File: src/rtl/cnn_pkg.sv
// cnn_pkg: shared types and constants for the CNN datapath blocks.
package cnn_pkg;
  localparam int ACT_W = 8;
  localparam logic [1:0] SEL_NONE = 2'b00;
  localparam logic [1:0] SEL_TAP0 = 2'b01;
  localparam logic [1:0] SEL_TAP1 = 2'b10;
  localparam logic [1:0] SEL_TAP2 = 2'b11;
  typedef enum logic [1:0] {ST_IDLE, ST_ISSUE, ST_DRAIN, ST_DONE} seq_state_t;
  function automatic logic [1:0] tap_sel(input logic [1:0] tap);
    return tap == 2'd0 ? SEL_TAP0 : tap == 2'd1 ? SEL_TAP1 : SEL_TAP2;
  endfunction
endpackage

File: src/rtl/valid_delay.sv
// valid_delay: DEPTH-deep issue-valid shift register; its tail bit is the product sample strobe.
module valid_delay #(
  parameter int DEPTH = 1
) (
  input  logic clk,
  input  logic rst,
  input  logic d_i,
  output logic strobe_o,
  output logic empty_next_o
);
  logic [DEPTH-1:0] sr_q, sr_d;
  assign sr_d         = DEPTH'({sr_q, d_i});
  assign strobe_o     = sr_q[DEPTH-1];
  assign empty_next_o = ~|sr_d;
  always_ff @(posedge clk or negedge rst)
    if (!rst) sr_q <= '0;
    else      sr_q <= sr_d;
endmodule

File: src/rtl/conv3_mac_seq.sv
// conv3_mac_seq: issues the three taps of a window to the shared multiplier mux
// and accumulates the returned products into the window sum.
module conv3_mac_seq
  import cnn_pkg::*;
#(
  parameter int ACC_W    = 10,
  parameter int PROD_LAT = 1
) (
  input  logic             clk,
  input  logic             rst,
  input  logic             in_valid,
  output logic             in_ready,
  input  logic [ACT_W-1:0] in_a0,
  input  logic [ACT_W-1:0] in_a1,
  input  logic [ACT_W-1:0] in_a2,
  input  logic [ACT_W-1:0] in_k0,
  input  logic [ACT_W-1:0] in_k1,
  input  logic [ACT_W-1:0] in_k2,
  output logic [1:0]       mult_sel,
  output logic [ACT_W-1:0] mult_a0,
  output logic [ACT_W-1:0] mult_a1,
  output logic [ACT_W-1:0] mult_a2,
  output logic [ACT_W-1:0] mult_k0,
  output logic [ACT_W-1:0] mult_k1,
  output logic [ACT_W-1:0] mult_k2,
  input  logic [ACT_W-1:0] mult_product,
  output logic             out_valid,
  input  logic             out_ready,
  output logic [ACC_W-1:0] out_sum
);
  seq_state_t state_q, state_d;
  logic [1:0] tap_q, tap_d;
  logic [ACC_W-1:0] acc_q, acc_d;
  logic [2:0][ACT_W-1:0] a_q, k_q;
  logic issue, accept, strobe, drained;
  assign issue     = state_q == ST_ISSUE;
  assign in_ready  = state_q == ST_IDLE || (state_q == ST_DONE && out_ready);
  assign accept    = in_valid && in_ready;
  assign mult_sel  = issue ? tap_sel(tap_q) : SEL_NONE;
  assign out_valid = state_q == ST_DONE;
  assign out_sum   = acc_q;
  assign {mult_a2, mult_a1, mult_a0} = a_q;
  assign {mult_k2, mult_k1, mult_k0} = k_q;
  valid_delay #(.DEPTH(PROD_LAT)) u_valid_delay (
    .clk          (clk),
    .rst          (rst),
    .d_i          (issue),
    .strobe_o     (strobe),
    .empty_next_o (drained)
  );
  // DONE hands straight over to ISSUE when the next window is waiting.
  always_comb begin
    state_d = state_q;
    tap_d   = issue ? tap_q + 2'd1 : tap_q;
    acc_d   = strobe ? acc_q + ACC_W'(mult_product) : acc_q;
    unique case (state_q)
      ST_ISSUE: state_d = tap_q == 2'd2 ? ST_DRAIN : ST_ISSUE;
      ST_DRAIN: state_d = drained ? ST_DONE : ST_DRAIN;
      ST_DONE:  state_d = out_ready ? (in_valid ? ST_ISSUE : ST_IDLE) : ST_DONE;
      default:  state_d = in_valid ? ST_ISSUE : ST_IDLE;
    endcase
    if (accept) begin
      tap_d = '0;
      acc_d = '0;
    end
  end
  always_ff @(posedge clk or negedge rst)
    if (!rst) begin
      state_q <= ST_IDLE;
      tap_q   <= '0;
      acc_q   <= '0;
      a_q     <= '0;
      k_q     <= '0;
    end else begin
      state_q <= state_d;
      tap_q   <= tap_d;
      acc_q   <= acc_d;
      if (accept) begin
        a_q <= {in_a2, in_a1, in_a0};
        k_q <= {in_k2, in_k1, in_k0};
      end
    end
endmodule

File: config.mk
export PLATFORM = sky130hd
export DESIGN_NAME = conv3_mac_seq
export DESIGN_NICKNAME = d
export VERILOG_FILES = /design/src/rtl/cnn_pkg.sv /design/src/rtl/valid_delay.sv /design/src/rtl/conv3_mac_seq.sv
export SDC_FILE = /design/constraint.sdc
export NUM_CORES = 1
export LEC_CHECK = 0
export ABC_AREA = 1
export BUFFER_PORTS_ARGS = -buffer_cell sky130_fd_sc_hd__buf_2
export CAP_MARGIN = 20
export CORE_MARGIN = 2
export CORE_UTILIZATION = 30
export DETAILED_ROUTE_END_ITERATION = 12
export HOLD_SLACK_MARGIN = 0.02
export SYNTH_ARGS = -nofsm -noshare
export SYNTH_HDL_FRONTEND = slang
export SYNTH_HIERARCHICAL = 1
export SYNTH_SLANG_ARGS = --single-unit
File: constraint.sdc
create_clock -name clk -period 4.6 [get_ports clk]
set_input_delay 0.92 -clock clk [delete_from_list [all_inputs] [get_ports clk]]
set_output_delay 0.92 -clock clk [all_outputs]
set_load 0.03 [all_outputs]
==> run_results.csv, run 1 <==
group,metric,value,unit
route,avgRoutedWirePerCell,11.5,um
worst_hold_path,min_path_type,"reg2reg",
layout,nets,537,
timing,drv_slew,0,
synthesis,synth_top_area_cell,"dfrtp_1",
setup_path,crit_top_cell,"nor2_1",
route,route.detailed.drc,0,
die,core,9280,sq um
job,max_cap_violations,0,
placement,dp_hpwl,4790,um
timing,finalCritPeriodShare,53.3,%
synthesis,yosysMostFrequentCell,"nand2_1",
setup_path,crit_path_max_fanout,6,
timing,fin_worst_skew,0.00745,ns
timing,maxSlewHeadroom,57.1,%
route,wirelength,6880,um
synthesis,synth.distinct_cells,26,
timing,setup_viol,0,
clocking,cts_resized,0,
die,fp-row-count,35,
placement,port_buffers,121,
global_routing,grt_pass1_vias,2428,
setup_path,cp.arrival,1.53,ns
global_routing,gr-total-overflow,0,
synthesis,syn_area,2870,sq um
pwr,p_sw,1470,uW
setup_path,reg2reg_to,"out_sum[1]$_DFFE_PN0P_",
synthesis,yosys_warnings,6,
global_routing,grt_start_max_net_pins,53,
pwr,p_comb_share,51.4,%
pwr,peakVddDrop,330,uV
timing,grt_setup_unrepaired,"no",
layout,drive_gt1_share,30.6,%
layout,fillers,987,
route,drt_iter0_markers,86,
synthesis,synth_top_flop_cell,"dfrtp_1",
worst_hold_path,min_from,"mult_a2[1]$_DFFE_PN0P_",
synthesis,syn_inst,342,
pwr,pwr-share-clk,16.6,%
global_routing,globalRouteTotalUtil,13.7,%
layout,area_growth_syn_to_layout,31.9,%
timing,clock.fmax,408,MHz
pwr,seqPwrFrac,32.0,%
placement,gp_congestion,0.847,
synthesis,synthTopCellsByArea,"dfrtp_1, nand2_1, ha_1",
setup_path,worst-path-buf-inv,2,
synthesis,async_flop_share,100,%
synthesis,synth_enable_flop_cells,0,
setup_path,cp_slowest_cell,"dfrtp_1",
worst_hold_path,hold_depth,2,
die,initial_core_util,30.9,%
pwr,p_leak,0.00223,uW
setup_path,slowest_delay,0.40,ns
global_routing,antenna_found_initial,0,
setup_path,r2r_slack,2.55,ns
synthesis,yosys_register_bits,63,
clocking,htree_num_levels,3,
route,drt_pass1_iterations,4,
synthesis,yosys.area.top_type_share,54.9,%
setup_path,path_cells,"nor2_1 -> inv_1 -> nor2_1 -> buf_2",
pwr,report.power.total,3050,uW
synthesis,ys_seq_area_share,54.9,%
synthesis,avgSynthCellArea,8.40,sq um
route,drtAntennaViolNets,0,
synthesis,synth_commonest_cells,"nand2_1, dfrtp_1, inv_1",
setup_path,cp-start-kind,"flip-flop",
setup_path,worstSetupPathType,"reg2out",
route,dr_total_vias,2515,
die,die_w,102,um
clocking,cts.sinks,63,
timing,setup_tns,0,ns
clocking,ctsRootBufferMaster,"clkbuf_8",
timing,finalCriticalPeriod,2.45,ns
setup_path,reg2reg_from,"state_q[1]$_DFF_PN0_",
status,status,"finished, final reports clean",
clocking,clk_pin_slew_worst_paths,0.07,ns
setup_path,crit_path_end_kind,"primary output",
timing,worst_pin_slew,0.643,ns
die,die_area,10400,sq um
clocking,cts.path.max_buffers,2,
synthesis,syn_nets,414,
clocking,cts_setup_buffers,0,
worst_hold_path,worstHoldEndpoint,"mult_a2[1]$_DFFE_PN0P_",
die,io_pins,122,
layout,antennaDiodeCount,0,
setup_path,critical_path_required,3.68,ns
pwr,p_int,1580,uW
clocking,ctsHoldBuffers,0,
clocking,cts_tree,"yes",
pwr,switching_share,48.1,%
route,vias_per_cell,4.20,
setup_path,critPathTopFamily,"simple AND/OR/NAND/NOR gates",
die,die_y,102,um
timing,hold_violations,0,
pwr,power_density,804,nW/um^2
clocking,insertion_delay,0.33,ns
setup_path,reg2regPathDepth,7,
global_routing,grt_pass1_wl,11300,um
clocking,cts_buffers,9,
-- worst max-delay path by stage --
stage	from	to	slack, ns	depth (start not counted)
6_report	state_q[1]$_DFF_PN0_	mult_sel[1]	2.15	4
5_1_grt	state_q[0]$_DFF_PN0_	mult_sel[1]	1.99	5
2_1_floorplan	out_ready	in_ready	2.41	2
4_1_cts	state_q[1]$_DFF_PN0_	mult_sel[1]	2.10	4
3_5_place_dp	out_ready	out_sum[1]$_DFFE_PN0P_	1.98	7
3_3_place_gp	out_ready	out_sum[0]$_DFFE_PN0P_	2.01	7
-- layout make-up --
type	count	area (sq um)	area share, %
Clock buffer	13	169	4.46
Clock inverter	3	40.0	1.06
Inverter	20	77.6	2.05
Multi-Input combinational cell	249	1150	30.4
Sequential cell	63	1580	41.6
Tap cell	129	161	4.26
Timing Repair Buffer	122	613	16.2
-- worst register-to-register path: cells and delay by family (launching register included) --
| family | cells | cell delay, ns |
|---|---|---|
| buf+inv | 2 | 0.66 |
| simple gates | 3 | 0.58 |
| flops | 1 | 0.40 |
| compound gates | 2 | 0.31 |
-- metal layers --
| metal | up-vias | global-route usage (%) | routed length (um) |
|---|---|---|---|
| li1 | 1297 | - | - |
| met1 | 1123 | 18.5 | 3260 |
| met2 | 93 | 21.3 | 3060 |
| met3 | 2 | 4.92 | 541 |
| met4 | 0 | 3.08 | 26 |
| met5 | - | 0 | 0 |
-- state kept, by name, summed over array words and instances (netlist names) --
register                flops
mult_a0                     8
mult_a1                     8
mult_a2                     8
mult_k0                     8
mult_k1                     8
mult_k2                     8
out_sum                    10
state_q                     2
tap_q                       2
u_valid_delay/strobe_o      1
-- logic make-up after synthesis --
kind of cell / after synthesis / share of synthesized area [%]
and+or+nand+nor: 213 / 29.2
xor gates and xnor gates: 3 / 0.915
adders and majority gates: 12 / 5.49
AOI/OAI and AO/OA: 21 / 4.53
buffers and inverters: 30 / 5.01
DFF: 63 / 54.9
-- stage by stage --
stage	setup slack [ns]	area, sq um	instances	utilization (%)	hold WS, ns
after global routing	1.99	3790	599	40.8	0.495
after CTS	2.10	3790	599	40.8	0.480
after detailed placement	1.98	3580	583	38.6	0.459
after floorplan	2.41	2870	342	-	0.490
after global placement	2.01	3580	583	38.6	0.459
final	2.15	3790	599	40.8	0.474
-- power groups by stage --
stage / combinational [uW] / sequential (uW) / clock, uW
3_3_place_gp: 1560 / 981 / 0
5_1_grt: 1740 / 1010 / 545
3_5_place_dp: 1580 / 982 / 0
6_report: 1560 / 976 / 505
2_1_floorplan: 689 / 1440 / 0
4_1_cts: 1580 / 978 / 527
-- cells in the final DEF, fill, tap and decap left out, drive strengths merged --
cell type and instances:
nand2 183, buf 122, dfrtp 63, inv 20, nor2 17, clkbuf 13
ha 11, nand3 10, a21oi 8, o21ai 8, xnor2 3, a22o 2
clkinv 2, nor3 2, a31oi 1, a21o 1, nand3b 1, a21boi 1
fa 1, bufinv 1
(Power assumes the default switching activity.)
==> run 2: changes to the inputs <==
==> constraint.sdc (replaced) <==
create_clock -name clk -period 2.4 [get_ports clk]
set_input_delay 0.48 -clock clk [delete_from_list [all_inputs] [get_ports clk]]
set_output_delay 0.48 -clock clk [all_outputs]
set_load 0.03 [all_outputs]
==> run_results.csv, run 2 (same netlist as run 1, synthesis figures left out) <==
group,metric,value,unit
status,status,"finished, final reports clean",
layout,area_growth_syn_to_layout,32.6,%
layout,drive_gt1_share,31.2,%
setup_path,r2r_slack,0.65,ns
timing,maxSlewHeadroom,74.5,%
route,drt_iter0_markers,50,
timing,finalCriticalPeriod,1.76,ns
setup_path,cp-start-kind,"flip-flop",
setup_path,crit_path_end_kind,"primary output",
layout,final_common_cell,"nand2_1",
route,avgRoutedWirePerCell,11.2,um
clocking,cts_tree,"yes",
route,dr_total_vias,2543,
clocking,cts_buffers,9,
route,wirelength,6790,um
clocking,ctsRootBufferMaster,"clkbuf_8",
layout,multi_input_area,1150,sq um
clocking,insertion_delay,0.33,ns
pwr,peakVddDrop,475,uV
timing,finalCritPeriodShare,73.4,%
setup_path,critical_path_required,1.92,ns
route,drtAntennaViolNets,0,
layout,mostFrequentLayoutCells,"nand2_1, buf_2, dfrtp_1",
timing,fin_worst_skew,0.00891,ns
setup_path,reg2regPathDepth,8,
global_routing,grt_start_max_net_pins,36,
worst_hold_path,min_path_type,"in2async",
clocking,cts_setup_buffers,0,
global_routing,grt_pass1_wl,10800,um
timing,setup_viol,0,
setup_path,reg2reg_from,"out_sum[0]$_DFFE_PN0P_",
route,drt_pass1_iterations,6,
clocking,clk_pin_slew_worst_paths,0.07,ns
die,initial_core_util,30.9,%
setup_path,worstSetupPathType,"reg2out",
die,die_y,102,um
setup_path,reg2reg_to,"out_sum[8]$_DFFE_PN0P_",
timing,drv_slew,0,
pwr,switching_share,48.2,%
setup_path,path_cells,"inv_1 -> ha_1 -> nor2_1 -> buf_2",
placement,port_buffers,121,
global_routing,globalRouteTotalUtil,13.3,%
layout,antennaDiodeCount,0,
layout,nets,542,
timing,grt_setup_unrepaired,"no",
layout,utilization,41.0,%
clocking,ctsHoldBuffers,0,
pwr,pwr-share-clk,15.5,%
die,core,9280,sq um
route,route.detailed.drc,0,
clocking,cts.sinks,63,
clocking,cts.path.max_buffers,2,
pwr,p_int,3000,uW
setup_path,cp.arrival,1.28,ns
pwr,power_density,1520,nW/um^2
layout,largest_register_ffs,10,
pwr,p_sw,2800,uW
pwr,p_comb_share,52.4,%
timing,fin_hold_ws,0.0579,ns
timing,worst_pin_slew,0.382,ns
pwr,p_leak,0.00225,uW
timing,hold_violations,0,
placement,gp_congestion,0.858,
layout,fillers,965,
global_routing,gr-total-overflow,0,
setup_path,slowest_delay,0.37,ns
die,die_area,10400,sq um
pwr,seqPwrFrac,32.1,%
clocking,cts_resized,0,
placement,dp_hpwl,4900,um
clocking,htree_num_levels,3,
die,io_pins,122,
setup_path,cp_slowest_cell,"dfrtp_1",
die,die_w,102,um
route,vias_per_cell,4.21,
global_routing,grt_pass1_vias,2323,
die,fp-row-count,35,
setup_path,crit_path_max_fanout,3,
global_routing,antenna_found_initial,0,
timing,clock.fmax,568,MHz
timing,setup_tns,0,ns
layout,seq_area,1580,sq um
job,max_cap_violations,0,
-- run 2: cell types whose count changed in the layout (fill, tap and decap cells not counted) --
cell,delta
buf_4,+5
clkbuf_8,-2
clkbuf_1,+1
clkinv_2,+1
-- run 2: cell type report --
class,count,area share (%)
clock buffer,12,3.81
clock inverter,4,1.18
inverter,20,2.04
multi-input combinational,249,30.3
sequential,63,41.4
tap,129,4.24
timing repair buffer,127,17.1
-- run 2: metal layers --
layer | GRT usage (%) | up-vias | wire, um
met5 | 0 | - | 0
met4 | 5.54 | 0 | 81
met3 | 3.28 | 9 | 427
met2 | 20.1 | 84 | 2980
met1 | 18.2 | 1141 | 3300
li1 | - | 1309 | -
-- run 2: per-stage QoR --
| step | total power [uW] | instance area (sq um) | worst slack, ns | cells |
|---|---|---|---|---|
| after floorplan | 4080 | 2870 | 0.643 | 342 |
| after global placement | 4910 | 3620 | 0.494 | 588 |
| after detailed placement | 4950 | 3620 | 0.466 | 588 |
| after CTS | 5890 | 3810 | 0.589 | 604 |
| after global routing | 6290 | 3810 | 0.529 | 604 |
| final | 5800 | 3810 | 0.639 | 604 |
-- run 2: worst max-delay path: cells and delay by family, from the launching register on --
family                     cells  cell delay, ns
DFF                            1            0.37
and+or+nand+nor                1            0.10
adders and majority gates      1            0.20
buffers and inverters          2            0.28
-- run 2: worst max-delay path by stage --
| stage | cells past startpoint | startpoint | slack (ns) | endpoint |
|---|---|---|---|---|
| 4_1_cts | 4 | tap_q[0]$_DFFE_PN0P_ | 0.59 | mult_sel[1] |
| 3_5_place_dp | 9 | mult_product[0] | 0.47 | out_sum[6]$_DFFE_PN0P_ |
| 3_3_place_gp | 9 | mult_product[0] | 0.49 | out_sum[6]$_DFFE_PN0P_ |
| 6_report | 4 | tap_q[0]$_DFFE_PN0P_ | 0.64 | mult_sel[1] |
| 5_1_grt | 8 | out_sum[0]$_DFFE_PN0P_ | 0.53 | out_sum[6]$_DFFE_PN0P_ |
| 2_1_floorplan | 8 | out_sum[0]$_DFFE_PN0P_ | 0.64 | out_sum[6]$_DFFE_PN0P_ |
-- run 2: power by group through the flow --
stage	registers (uW)	logic, uW	clock network, uW
global route	1930	3370	993
detailed placement	1870	3090	0
floorplan	2760	1320	0
global placement	1870	3050	0
finish	1860	3040	897
CTS	1870	3080	945
==> run 3: changes to the inputs <==
==> constraint.sdc (replaced) <==
create_clock -name clk -period 1.7 [get_ports clk]
set_input_delay 0.34 -clock clk [delete_from_list [all_inputs] [get_ports clk]]
set_output_delay 0.34 -clock clk [all_outputs]
set_load 0.03 [all_outputs]
==> run_results.csv, run 3 (same netlist as run 1, synthesis figures left out) <==
group,metric,value,unit
die,io_pins,122,
pwr,p_leak,0.00225,uW
worst_hold_path,min_path_type,"in2async",
setup_path,reg2regPathDepth,8,
clocking,insertion_delay,0.34,ns
layout,nets,546,
global_routing,globalRouteTotalUtil,13.5,%
timing,worst_pin_slew,0.434,ns
layout,fillers,966,
setup_path,reg2reg_from,"out_sum[0]$_DFFE_PN0P_",
clocking,cts_buffers,9,
global_routing,gr-total-overflow,0,
clocking,htree_num_levels,3,
route,drt_pass1_iterations,4,
job,max_cap_violations,0,
clocking,cts_tree,"yes",
layout,drive_gt1_share,33.1,%
pwr,power_density,2130,nW/um^2
global_routing,grt_start_max_net_pins,35,
timing,maxSlewHeadroom,71.1,%
route,avgRoutedWirePerCell,11.6,um
layout,final_common_cell,"nand2_1",
clocking,cts.path.max_buffers,2,
layout,mostFrequentLayoutCells,"nand2_1, buf_2, dfrtp_1",
clocking,ctsRootBufferMaster,"clkbuf_8",
pwr,peakVddDrop,818,uV
route,drtAntennaViolNets,0,
die,die_w,102,um
route,vias_per_cell,4.18,
timing,finalCritPeriodShare,94.7,%
setup_path,worstSetupPathType,"reg2reg",
setup_path,crit_path_max_fanout,3,
layout,seq_area,1580,sq um
placement,dp_hpwl,5130,um
timing,fin_worst_skew,0.0118,ns
global_routing,antenna_found_initial,0,
die,initial_core_util,30.9,%
clocking,clk_pin_slew_worst_paths,0.07,ns
global_routing,grt_pass1_wl,10900,um
layout,largest_register_ffs,10,
die,die_area,10400,sq um
route,wirelength,7030,um
global_routing,grt_pass1_vias,2374,
timing,setup_viol,0,
placement,port_buffers,121,
layout,area_growth_syn_to_layout,33.8,%
setup_path,reg2reg_to,"out_sum[8]$_DFFE_PN0P_",
timing,grt_setup_unrepaired,"no",
timing,hold_violations,0,
placement,gp_congestion,0.795,
die,core,9280,sq um
timing,clock.fmax,621,MHz
route,dr_total_vias,2537,
route,drt_iter0_markers,54,
setup_path,r2r_slack,0.09,ns
setup_path,cp-start-kind,"flip-flop",
timing,finalCriticalPeriod,1.61,ns
layout,utilization,41.4,%
layout,antennaDiodeCount,0,
status,status,"finished, final reports clean",
clocking,cts.sinks,63,
timing,drv_slew,0,
layout,multi_input_area,1170,sq um
setup_path,cp.arrival,1.84,ns
route,route.detailed.drc,0,
timing,fin_hold_ws,0.0247,ns
die,die_y,102,um
setup_path,crit_path_end_kind,"flip-flop",
die,fp-row-count,35,
setup_path,critical_path_required,1.93,ns
## run 3: repair_timing
item,4_1_cts,5_1_grt
hold endpoints to repair,0,0
hold buffers,0,0
setup buffers,0,1
endpoints found under the setup margin,0,4
resized for setup,0,8
## run 3: report_power, final
part | total [uW] | switching (uW) | internal [uW] | leakage, uW
Combinational | 4410 | 3010 | 1400 | 0.00139
Clock | 1120 | 566 | 553 | 0.0000850
Sequential | 2640 | 428 | 2220 | 0.000782
## run 3: final cells by class
type                    count  area share, %
repair buffers            131           18.2
flip-flops and latches     63           41.0
clock buffers              11           3.68
multi-input cells         249           30.3
clock inverters             4          0.586
well taps                 129           4.20
inverters                  20           2.02
## run 3: stage by stage
| stage | TNS [ns] | total power, uW | worst slack, ns | cell area (sq um) | cells |
|---|---|---|---|---|---|
| 6_report | 0 | 8170 | 0.0902 | 3840 | 607 |
| 5_1_grt | 0 | 8840 | 0.00516 | 3840 | 607 |
| 4_1_cts | 0 | 8250 | 0.0369 | 3820 | 606 |
| 3_5_place_dp | -0.0121 | 7080 | -0.00707 | 3660 | 591 |
| 3_3_place_gp | 0 | 7000 | 0.00156 | 3660 | 591 |
| 2_1_floorplan | 0 | 5770 | 0.0218 | 2880 | 342 |
## run 3: critical path: stages (launching register included)
cell and delay (ns):
dfrtp_2 0.42, ha_2 0.19, fa_2 0.34, nand3_1 0.11, nand2_2 0.08, nand2_1 0.08
nand3_1 0.11, a21oi_2 0.13, nor2_1 0.05
## run 3: worst max-delay path by stage
stage | to | start
6_report | out_sum[8]$_DFFE_PN0P_ | out_sum[0]$_DFFE_PN0P_
5_1_grt | out_sum[8]$_DFFE_PN0P_ | out_sum[0]$_DFFE_PN0P_
4_1_cts | out_sum[8]$_DFFE_PN0P_ | out_sum[0]$_DFFE_PN0P_
3_5_place_dp | out_sum[6]$_DFFE_PN0P_ | mult_product[0]
3_3_place_gp | out_sum[6]$_DFFE_PN0P_ | mult_product[0]
2_1_floorplan | out_sum[6]$_DFFE_PN0P_ | out_sum[0]$_DFFE_PN0P_
## run 3: layer usage
metal	wire length [um]	vias up	global-route usage [%]	share of wire, %
met4	123	0	6.15	1.7
met1	3220	1127	18.0	46
met3	525	10	3.83	7.5
li1	-	1317	-	-
met5	0	-	0	0
met2	3160	83	20.5	45
